<file path="src/rtl/store_buffer_pkg.sv">
// Shared types for the store buffer: size encodings, queued-entry layout, pointer sizing.
// Optional load forwarding is enabled by defining STORE_BUFFER_LD_FWD_EN.
package store_buffer_pkg;

  localparam logic [1:0] SZ_BYTE = 2'd0;
  localparam logic [1:0] SZ_HALF = 2'd1;
  localparam logic [1:0] SZ_WORD = 2'd2;

  localparam int SB_AW = 32;

  typedef struct packed {
    logic [SB_AW-3:0] addr_w;
    logic [31:0]      data;
    logic [3:0]       be;
  } entry_t;

  function automatic int ptr_w(input int depth);
    return (depth > 1) ? $clog2(depth) : 1;
  endfunction

endpackage

</file>
<file path="src/rtl/stb_lane_align.sv">
// Store lane encoder: size/offset -> byte enables, lane-replicated data, misalign flag.
// Latency: purely combinational.
// Backpressure: none; the caller gates the push with the misalign flag.
module stb_lane_align
  import store_buffer_pkg::*;
(
  input  logic [1:0]  size,
  input  logic [1:0]  addr_lo,
  input  logic [31:0] data_in,
  output logic [3:0]  be,
  output logic [31:0] data_out,
  output logic        misalign
);

  always_comb begin
    be       = 4'b0000;
    data_out = 32'h0;
    misalign = 1'b0;
    case (size)
      SZ_BYTE: begin
        be       = 4'b0001 << addr_lo;
        data_out = {4{data_in[7:0]}};
      end
      SZ_HALF: begin
        misalign = addr_lo[0];
        be       = 4'b0011 << {addr_lo[1], 1'b0};
        data_out = {2{data_in[15:0]}};
      end
      SZ_WORD: begin
        misalign = |addr_lo;
        be       = 4'hF;
        data_out = data_in;
      end
      default: misalign = 1'b1;
    endcase
  end

endmodule

</file>
<file path="src/rtl/store_buffer.sv">
// In-order store buffer with word-granular load conflict detection (forwarding under STORE_BUFFER_LD_FWD_EN).
// Latency: a pushed store reaches mem_req_o the next cycle at the earliest; pop on req & gnt.
// Backpressure: st_ready_o low while full (no same-cycle bypass); head held until granted.
module store_buffer
  import store_buffer_pkg::*;
#(
  parameter int DEPTH = 4,
  parameter int AW    = SB_AW
) (
  input  logic                     clk_i,
  input  logic                     rst_ni,
  input  logic                     st_en_i,
  input  logic [AW-1:0]            st_addr_i,
  input  logic [31:0]              st_data_i,
  input  logic [1:0]               st_size_i,
  output logic                     st_ready_o,
  output logic                     st_misalign_o,
  input  logic                     ld_en_i,
  input  logic [AW-1:0]            ld_addr_i,
  output logic                     ld_stall_o,
  output logic                     ld_hit_o,
  output logic [31:0]              ld_data_o,
  output logic                     mem_req_o,
  output logic [AW-1:0]            mem_addr_o,
  output logic [31:0]              mem_data_o,
  output logic [3:0]               mem_be_o,
  input  logic                     mem_gnt_i,
  output logic                     empty_o,
  output logic [$clog2(DEPTH):0]   count_o
);

  localparam int PW = ptr_w(DEPTH);
  localparam int CW = $clog2(DEPTH) + 1;
  localparam logic [CW-1:0] FULL_CNT = CW'(DEPTH);

  if (AW != SB_AW) begin : g_bad_aw
    $error("store_buffer: AW must equal store_buffer_pkg::SB_AW");
  end
  if ((DEPTH < 2) || ((DEPTH & (DEPTH - 1)) != 0)) begin : g_bad_depth
    $error("store_buffer: DEPTH must be a power of two >= 2");
  end

  entry_t           mem_q [DEPTH];
  logic [DEPTH-1:0] vld_q;
  logic [PW-1:0]    wr_ptr_q, rd_ptr_q;
  logic [CW-1:0]    count_q;
  logic             mis_q;

  logic [3:0]       push_be;
  logic [31:0]      push_data;
  logic             push_mis;
  logic             push, pop;
  entry_t           head;
  logic [DEPTH-1:0] match;

  stb_lane_align u_align (
    .size     (st_size_i),
    .addr_lo  (st_addr_i[1:0]),
    .data_in  (st_data_i),
    .be       (push_be),
    .data_out (push_data),
    .misalign (push_mis)
  );

  assign st_ready_o    = (count_q != FULL_CNT);
  assign empty_o       = (count_q == '0);
  assign count_o       = count_q;
  assign st_misalign_o = mis_q;
  assign push          = st_en_i & st_ready_o & ~push_mis;
  assign pop           = mem_req_o & mem_gnt_i;

  always_ff @(posedge clk_i or negedge rst_ni) begin
    if (!rst_ni) begin
      for (int i = 0; i < DEPTH; i++) mem_q[i] <= '0;
      vld_q    <= '0;
      wr_ptr_q <= '0;
      rd_ptr_q <= '0;
      count_q  <= '0;
      mis_q    <= 1'b0;
    end else begin
      if (push) begin
        mem_q[wr_ptr_q] <= '{addr_w: st_addr_i[AW-1:2], data: push_data, be: push_be};
        vld_q[wr_ptr_q] <= 1'b1;
        wr_ptr_q        <= wr_ptr_q + PW'(1);
      end
      if (pop) begin
        vld_q[rd_ptr_q] <= 1'b0;
        rd_ptr_q        <= rd_ptr_q + PW'(1);
      end
      case ({push, pop})
        2'b10:   count_q <= count_q + CW'(1);
        2'b01:   count_q <= count_q - CW'(1);
        default: count_q <= count_q;
      endcase
      mis_q <= st_en_i & push_mis;
    end
  end

  assign head       = mem_q[rd_ptr_q];
  assign mem_req_o  = ~empty_o;
  assign mem_addr_o = mem_req_o ? {head.addr_w[AW-3:0], 2'b00} : '0;
  assign mem_data_o = mem_req_o ? head.data : '0;
  assign mem_be_o   = mem_req_o ? head.be : '0;

  // Conflict is word-granular, so the byte offset of the load never matters.
  logic ld_addr_lo_unused;
  assign ld_addr_lo_unused = ^ld_addr_i[1:0];

  always_comb begin
    match = '0;
    for (int i = 0; i < DEPTH; i++)
      match[i] = vld_q[i] && (mem_q[i].addr_w[AW-3:0] == ld_addr_i[AW-1:2]);
  end

`ifdef STORE_BUFFER_LD_FWD_EN
  logic          fwd_found, fwd_full;
  logic [PW-1:0] fwd_idx, scan_idx;

  // Scan oldest to youngest so the last match wins.
  always_comb begin
    fwd_found = 1'b0;
    fwd_idx   = '0;
    scan_idx  = '0;
    for (int k = 0; k < DEPTH; k++) begin
      scan_idx = rd_ptr_q + PW'(k);
      if (match[scan_idx]) begin
        fwd_found = 1'b1;
        fwd_idx   = scan_idx;
      end
    end
  end

  assign fwd_full   = fwd_found && (mem_q[fwd_idx].be == 4'hF);
  assign ld_hit_o   = ld_en_i & fwd_full;
  assign ld_data_o  = (ld_en_i & fwd_full) ? mem_q[fwd_idx].data : 32'h0;
  assign ld_stall_o = ld_en_i & fwd_found & ~fwd_full;
`else
  assign ld_hit_o   = 1'b0;
  assign ld_data_o  = 32'h0;
  assign ld_stall_o = ld_en_i & (|match);
`endif

endmodule

</file>
<file path="config.mk">
export PLATFORM = sky130hd
export DESIGN_NAME = store_buffer
export DESIGN_NICKNAME = d
export VERILOG_FILES = /design/src/rtl/store_buffer_pkg.sv /design/src/rtl/stb_lane_align.sv /design/src/rtl/store_buffer.sv
export SDC_FILE = /design/constraint.sdc
export NUM_CORES = 1
export LEC_CHECK = 0
export CAP_MARGIN = 20
export CORE_ASPECT_RATIO = 1.1
export CORE_MARGIN = 8
export CORE_UTILIZATION = 50
export DETAILED_ROUTE_END_ITERATION = 16
export HOLD_SLACK_MARGIN = 0.06
export PLACE_DENSITY = 0.78
export SYNTH_ARGS = -nofsm -noshare
export SYNTH_HDL_FRONTEND = slang
export SYNTH_SLANG_ARGS = --single-unit
</file>
<file path="constraint.sdc">
create_clock -name clk_i -period 2.3 [get_ports clk_i]
set_input_delay 0.46 -clock clk_i [delete_from_list [all_inputs] [get_ports clk_i]]
set_output_delay 0.46 -clock clk_i [all_outputs]
set_load 0.02 [all_outputs]
</file>
Word level (Yosys, flattened, before mapping)
Cells that the tools add are included.
{"block": "classes", "addsub": 4, "n_lt_le_gt_ge": 7, "eq_ne": 9, "n_shift": 2, "mux": 19, "bitwise": 12, "n_reduce_logical": 12}
{"operator": "bitwise mux 264 bit", "n": 1}
{"operator": "two-way mux 66 bit", "n": 3}
{"operator": "binary-select mux 66 bit (select 2 bit)", "n": 1}
{"operator": "demux 66 bit (select 2 bit)", "n": 1}
{"operator": "equality test 30 bit", "n": 4}
{"operator": "one-hot mux 32 bit (3 select lines)", "n": 1}
{"operator": "two-way mux 32 bit", "n": 2}
{"operator": "two-way mux 4 bit", "n": 3}
{"operator": "one-hot mux 4 bit (3 select lines)", "n": 1}
{"operator": "logical AND 1 bit", "n": 7}
{"operator": "greater-or-equal comparator 3 bit, second input constant", "n": 2}
{"operator": "< comparator 2 x 3 -> 1 bit, second input constant", "n": 2}
{"operator": "inverter 2 -> 3 bit", "n": 2}
{"operator": "one-hot mux 3 bit (2 select lines)", "n": 1}
{"operator": "bitwise AND 1 bit", "n": 5}
{"operator": "adder 2 x 1 -> 2 bit, second input constant", "n": 2}
{"operator": "bitwise AND 4 bit", "n": 1}
{"operator": "demux 1 bit (select 2 bit)", "n": 2}
{"operator": "equality test 2 x 1 -> 1 bit, second input constant", "n": 2}
{"operator": "equality test 2 bit, second input constant", "n": 2}
{"operator": "greater-or-equal comparator 2 x 1 -> 1 bit, second input constant", "n": 2}
{"operator": "inverter 4 bit", "n": 1}
{"operator": "bitwise OR 4 bit", "n": 1}
{"operator": "OR reduction 4 bit", "n": 1}
{"operator": "13 further kinds", "n": 15}
{"block": "totals", "register_bits": 276, "inputBits": 103, "out_inout_bits": 109, "elab_cells": 82}

Depth between registers and ports, before layout
{"block": "depth", "word_depth": 8, "ltp_mapped": 10}

Hierarchy
From an unflattened synthesis, not the netlist that was laid out.
{"block": "unflattened", "hier_cells": 1073, "hier_area_um2": 14559.0}
{"mod": "store_buffer", "n_inst": 1, "cells_per_inst": 986, "area_each_um2": 14059.7}
{"mod": "stb_lane_align", "n_inst": 1, "cells_per_inst": 87, "area_each_um2": 499.2}

Worst setup path after synthesis
No wires, ideal clock.
{"block": "synth_path", "path_type": "reg2reg", "startpoint": "reg count_q[0], in the netlist count_o[0]", "endpoint": "reg count_q[2], in the netlist count_o[2]", "setup_ns": 0.080, "arrival_time_ns": 2.261, "path_slack_ns": -0.041, "stages_incl_launch_ff": 11, "path_buffers": 1, "path_cell_list": "dfrtp_1 > or3b_4 > o211a_2 > buf_6 > inv_1 > ha_1 > inv_1 > fa_1 > xor2_1 > nor2_1 > xor2_1"}
{"block": "synth_between", "elab_chain_cells": 5, "word_cells_on_any_way": 12}
{"item": "from (decl)", "line_no": "store_buffer.sv:46", "source": "logic [CW-1:0] count_q;"}
{"item": "from (signal assigned)", "line_no": "store_buffer.sv:91", "source": "2'b10: count_q <= count_q + CW'(1);"}
{"item": "from (signal assigned)", "line_no": "store_buffer.sv:92", "source": "2'b01: count_q <= count_q - CW'(1);"}
{"item": "from (signal assigned)", "line_no": "store_buffer.sv:93", "source": "default: count_q <= count_q;"}
{"item": "inequality test 3 bit (*)", "line_no": "store_buffer.sv:65", "source": "assign st_ready_o = (count_q != FULL_CNT);"}
{"item": "named net st_ready_o", "line_no": "store_buffer.sv:16", "source": "output logic st_ready_o,"}
{"item": "bitwise AND 1 bit (*) (2 in a row)", "line_no": "store_buffer.sv:69", "source": "assign push = st_en_i & st_ready_o & ~push_mis;"}
{"item": "equality test 2 x 1 -> 1 bit or equality test 2 bit (tied branches)", "line_no": "store_buffer.sv:90", "source": "case ({push, pop})"}
{"item": "one-hot mux 3 bit (2 select lines) or nonzero test 2 bit (tied branches)"}
The timed path passes the listed nets; every way through them passes the cells marked *.
A chain may end at the register's enable or synchronous reset.

Worst setup path in the final report
{"block": "layout_path", "startpoint": "reg rd_ptr_q[0]", "endpoint": "out mem_data_o[24]"}
{"block": "layout_between", "elab_chain_cells": 5}
{"item": "from (decl)", "line_no": "store_buffer.sv:45", "source": "logic [PW-1:0] wr_ptr_q, rd_ptr_q;"}
{"item": "from (signal assigned)", "line_no": "store_buffer.sv:88", "source": "rd_ptr_q <= rd_ptr_q + PW'(1);"}
{"item": "inverter 2 -> 3 bit (not written as such)", "line_no": "store_buffer.sv:99", "source": "assign head = mem_q[rd_ptr_q];"}
{"item": "binary-select mux 66 bit (select 2 bit)", "line_no": "store_buffer.sv:99"}
{"item": "two-way mux 66 bit (not written as such) (2 in a row)", "line_no": "store_buffer.sv:99"}
{"item": "two-way mux 32 bit", "line_no": "store_buffer.sv:102", "source": "assign mem_data_o = mem_req_o ? head.data : '0;"}
{"item": "to (decl)", "line_no": "store_buffer.sv:25", "source": "output logic [31:0] mem_data_o,"}
No other way between the ends. The select of a mux whose other input is x is not followed.

==> impl.org <==
** CTS
- Num CTS Buffers :: 29
- Clk Latency, worst-skew pair :: 0.55 ns
- CTS built an H-tree with a depth of 1.
- Buffer depth of the longest clock path :: 3
- TritonCTS clock tree :: yes
- Library cell used as clock root buffer :: sky130_fd_sc_hd__clkbuf_16
- Clk sinks :: 276
- Clock-pin slew was measured on the worst setup and hold paths at around 0.060 ns.

** Die
- Core Region :: 28600 sq um
- Die outline width :: 179 microns
- Die Area :: 34800 sq um
- The floorplan step set the die height to a little under 200 microns.
- Starting density of the core :: 0.508
- Number of cell rows :: 65
- Number of top-level pins :: 212

** Final layout
- Number of fill cells :: 2009
- Commonest cells after routing, fill and taps aside :: sky130_fd_sc_hd__dfrtp_1 (271), sky130_fd_sc_hd__nand2_1 (155), sky130_fd_sc_hd__o21ai_0 (150)
- # nets final :: 1671
- Of the cells placed in the final design, the portion with a size suffix greater than 1 is 0.399.
- Leaving out fill and tap cells, the most frequent cell in the layout is sky130_fd_sc_hd__dfrtp_1.
- Final instance count without filler cells :: 1948
- Relative to the synthesized area, the layout overhead comes to 36.4%.
- 0 antenna diodes ended up in the layout.

** Global routing
- Pin count of the biggest net entering global routing :: 61
- The first global-routing pass estimated 66500 microns of wire.
- The via count of the first global-routing pass was 11.7k.
- Overall Global Routing Usage :: 0.244
- The number of antenna violations at the first check in global routing is 0.
- For this run the aggregate overflow at the end of global routing stands at 0.

** Setup path
- Critical path launch point type :: flop
- Category of cells accounting for the largest share of critical-path delay :: flip-flops
- STA puts the critical path data required time at 1.84 ns.
- In this design, the stage delay of the slowest critical-path cell is 0.56 ns.
- Walking the worst path, the cells encountered are buf_6 -> buf_8 -> buf_12 -> mux4_2 -> and2_1 -> buf_4.
- Together, buffers and inverters on the worst path number 4.
- STA puts the critical path data arrival time at 2.29 ns.
- Among all stages on the critical path, the largest delay is contributed by sky130_fd_sc_hd__dfrtp_4.
- Length in cells of the worst reg-to-reg path :: 10
- The worst setup path is of the reg2out kind.
- Depth of the critical timing path with buffers and inverters included :: 6
- Crit path max fanout :: 8
- The worst setup path is captured at a primary output.

** Timing
- Normalized max-slew margin :: 0.655
- The final hold violation count is 0.
- Period utilization :: 1.20
- Setup slack on the critical path of the routed design comes to -0.454 ns.
- At the pin with the least slew margin, the transition time is ~0.51 ns.
- Pins over their slew limit :: 0
- After layout, the minimum clock period comes to 2.75 ns.
- Setup violations remaining at the end of the flow were counted as 67.
- F_max :: ~360 MHz
- Setup repair after global routing could not meet its margin everywhere.
- Layout Skew :: roughly 0.011 ns
- For the final routed database, the setup TNS stands at -22.53 ns.

** Drt
- After the first detailed-routing iteration, the DRC count stood at approximately 800.
- In the detailed route, the total length drawn on met2 is 22100 microns.
- Met1 WL :: 16800 microns
- The detailed router placed 10.9k vias in this run.
- Once detail routing completed, the nets flagged for antenna violations numbered 0.
- Drt via density :: 5.60
- In the final routed layout, each cell accounts on average for 22.4 microns.
- Routed signal wires occupy layers up through met4.
- Number of optimization iterations in the first detailed-route pass :: 5
- For this run, design rule violations remaining after detail routing come to 0.
- Summed over all nets, wire length on met3 after detailed routing comes to between 3000 and 4000 microns.
- After detailed routing, the total wire length is around 44000 microns.

** Run status
- The flow ran to the end, but the final reports show violations.
- The final reports fail on negative setup slack.

** Place
- During placement, the flow inserted port buffers numbering 174.
- Cell Count Post-Placement :: roughly 1.9k
- Detailed placement finished with a half-perimeter wire length of 30900 microns.
- Final estimated routing congestion in global placement :: 0.999

** Synthesis
- Yosys printed 0 warnings.
- Counting flops with a built-in enable in the synthesized netlist gives 0.
- The synthesized design contains 276 register bits.
- Distinct cells, synth :: 34
- Async set or reset register ratio after synthesis :: 1.00
- Commonest register cell after synthesis :: sky130_fd_sc_hd__dfrtp_1
- Count of mapped cells out of synthesis :: 1225
- Post-synth design cell area :: roughly 15000 sq um
- Share of the yosys chip area belonging to registers :: 0.475
- Synth Area per Inst :: 11.9 sq um

** Power and ir drop
- In this run the static leakage power is about 9.2 nW.
- Across the VDD grid, the largest voltage drop is 1100 uV.
- P per Cell Area :: approximately 1600 nW/um^2

** Hold path
- Min-delay worst type :: in2async

** Run
- Across the run, the number of max-cap violations was 0.
cells in the mapped netlist, types with 2 or more instances:
cell	n	share of area
sky130_fd_sc_hd__dfrtp_1	276	0.47
sky130_fd_sc_hd__nand2_1	157	0.041
sky130_fd_sc_hd__o21ai_0	150	0.052
sky130_fd_sc_hd__xnor2_1	79	0.048
sky130_fd_sc_hd__and2_1	67	0.029
sky130_fd_sc_hd__mux4_2	66	0.10
sky130_fd_sc_hd__mux2_2	64	0.050
sky130_fd_sc_hd__mux2_4	56	0.058
sky130_fd_sc_hd__clkbuf_1	47	0.012
sky130_fd_sc_hd__buf_4	46	0.024
sky130_fd_sc_hd__xor2_1	46	0.028
sky130_fd_sc_hd__a21oi_1	34	0.012
sky130_fd_sc_hd__nand4_1	24	0.010
sky130_fd_sc_hd__nor4_1	16	0.0069
sky130_fd_sc_hd__buf_2	15	0.0052
sky130_fd_sc_hd__inv_1	11	0.0028
sky130_fd_sc_hd__nor2_1	11	0.0028
sky130_fd_sc_hd__nor2b_1	10	0.0043
sky130_fd_sc_hd__ha_1	9	0.0077
sky130_fd_sc_hd__mux2i_1	9	0.0062
sky130_fd_sc_hd__buf_12	8	0.011
sky130_fd_sc_hd__buf_6	7	0.0054
sky130_fd_sc_hd__clkbuf_2	4	0.0014
sky130_fd_sc_hd__buf_1	2	0.00052
sky130_fd_sc_hd__nand2_4	2	0.0015
per-layer routing:
| metal | up-vias | track usage |
|---|---|---|
| met5 | - | 0 |
| met4 | 0 | 0.0831 |
| met3 | 107 | 0.0411 |
| met2 | 474 | 0.418 |
| met1 | 5498 | 0.307 |
| li1 | 4836 | - |
stage by stage:
step | hold WS (ns) | power (mW) | setup slack (ns) | utilization | cell area (sq um)
after global placement | 0.411 | 23.2 | -0.978 | 0.625 | 17900
final | 0.435 | 31.2 | -0.454 | 0.693 | 19800
after detailed placement | 0.424 | 23.7 | -0.992 | 0.625 | 17900
after CTS | 0.445 | 29.3 | -0.451 | 0.670 | 19200
after global routing | 0.475 | 32.7 | -0.515 | 0.693 | 19800
after floorplan | 0.164 | 16.9 | 0.00163 | - | 14700
path summary, 6_finish.rpt:
check	startpoint	end	slack, ns
max	rd_ptr_q[0]	mem_data_o[24]	-0.45
min	rst_ni	mem_q[119]	0.44
max reg2reg	count_o[0]	count_o[2]	0.08
min reg2reg	mem_q[35]	mem_q[35]	0.48
max in group asynchronous	rst_ni	mem_q[221]	1.07
min in group clk_i	mem_q[35]	mem_q[35]	0.48
kinds of logic after synthesis:
family,count (synthesis),synth area share
compound gates,187,0.0651
xor+xnor,125,0.0753
fa+ha+maj,10,0.00912
buf+inv,140,0.0622
flops,276,0.475
mux,195,0.216
other cells,1,0.000258
simple gates,291,0.0976
layout make-up:
class	instances	area, sq um	area share
multi-input combinational	843	7200	0.363
sequential	276	6920	0.349
timing repair buffer	397	4220	0.213
clock buffer	33	761	0.0383
tap	368	460	0.0232
clock inverter	20	239	0.0120
inverter	11	41.3	0.00208
report_power, final:
group | internal, mW | switching [mW]
clock network | 2.94 | 1.99
registers | 7.18 | 1.85
logic | 10.1 | 7.20
flip-flops by register name (all words and copies together), names as in the netlist:
signal,cells
count_o,3
st_misalign_o,1
vld_q,4
rd_ptr_q,2
mem_q,264
wr_ptr_q,2
repair_timing:
| item | 4_1_cts | 5_1_grt |
|---|---|---|
| cloned | 4 | 3 |
| hold buffers | 1 | 0 |
| endpoints found under the setup margin | 71 | 69 |
| pin swaps | 28 | 28 |
| hold endpoints to repair | 50 | 0 |
| setup buffers | 18 | 18 |
| resized for setup | 395 | 168 |
Power figures use the tool's default switching activity.
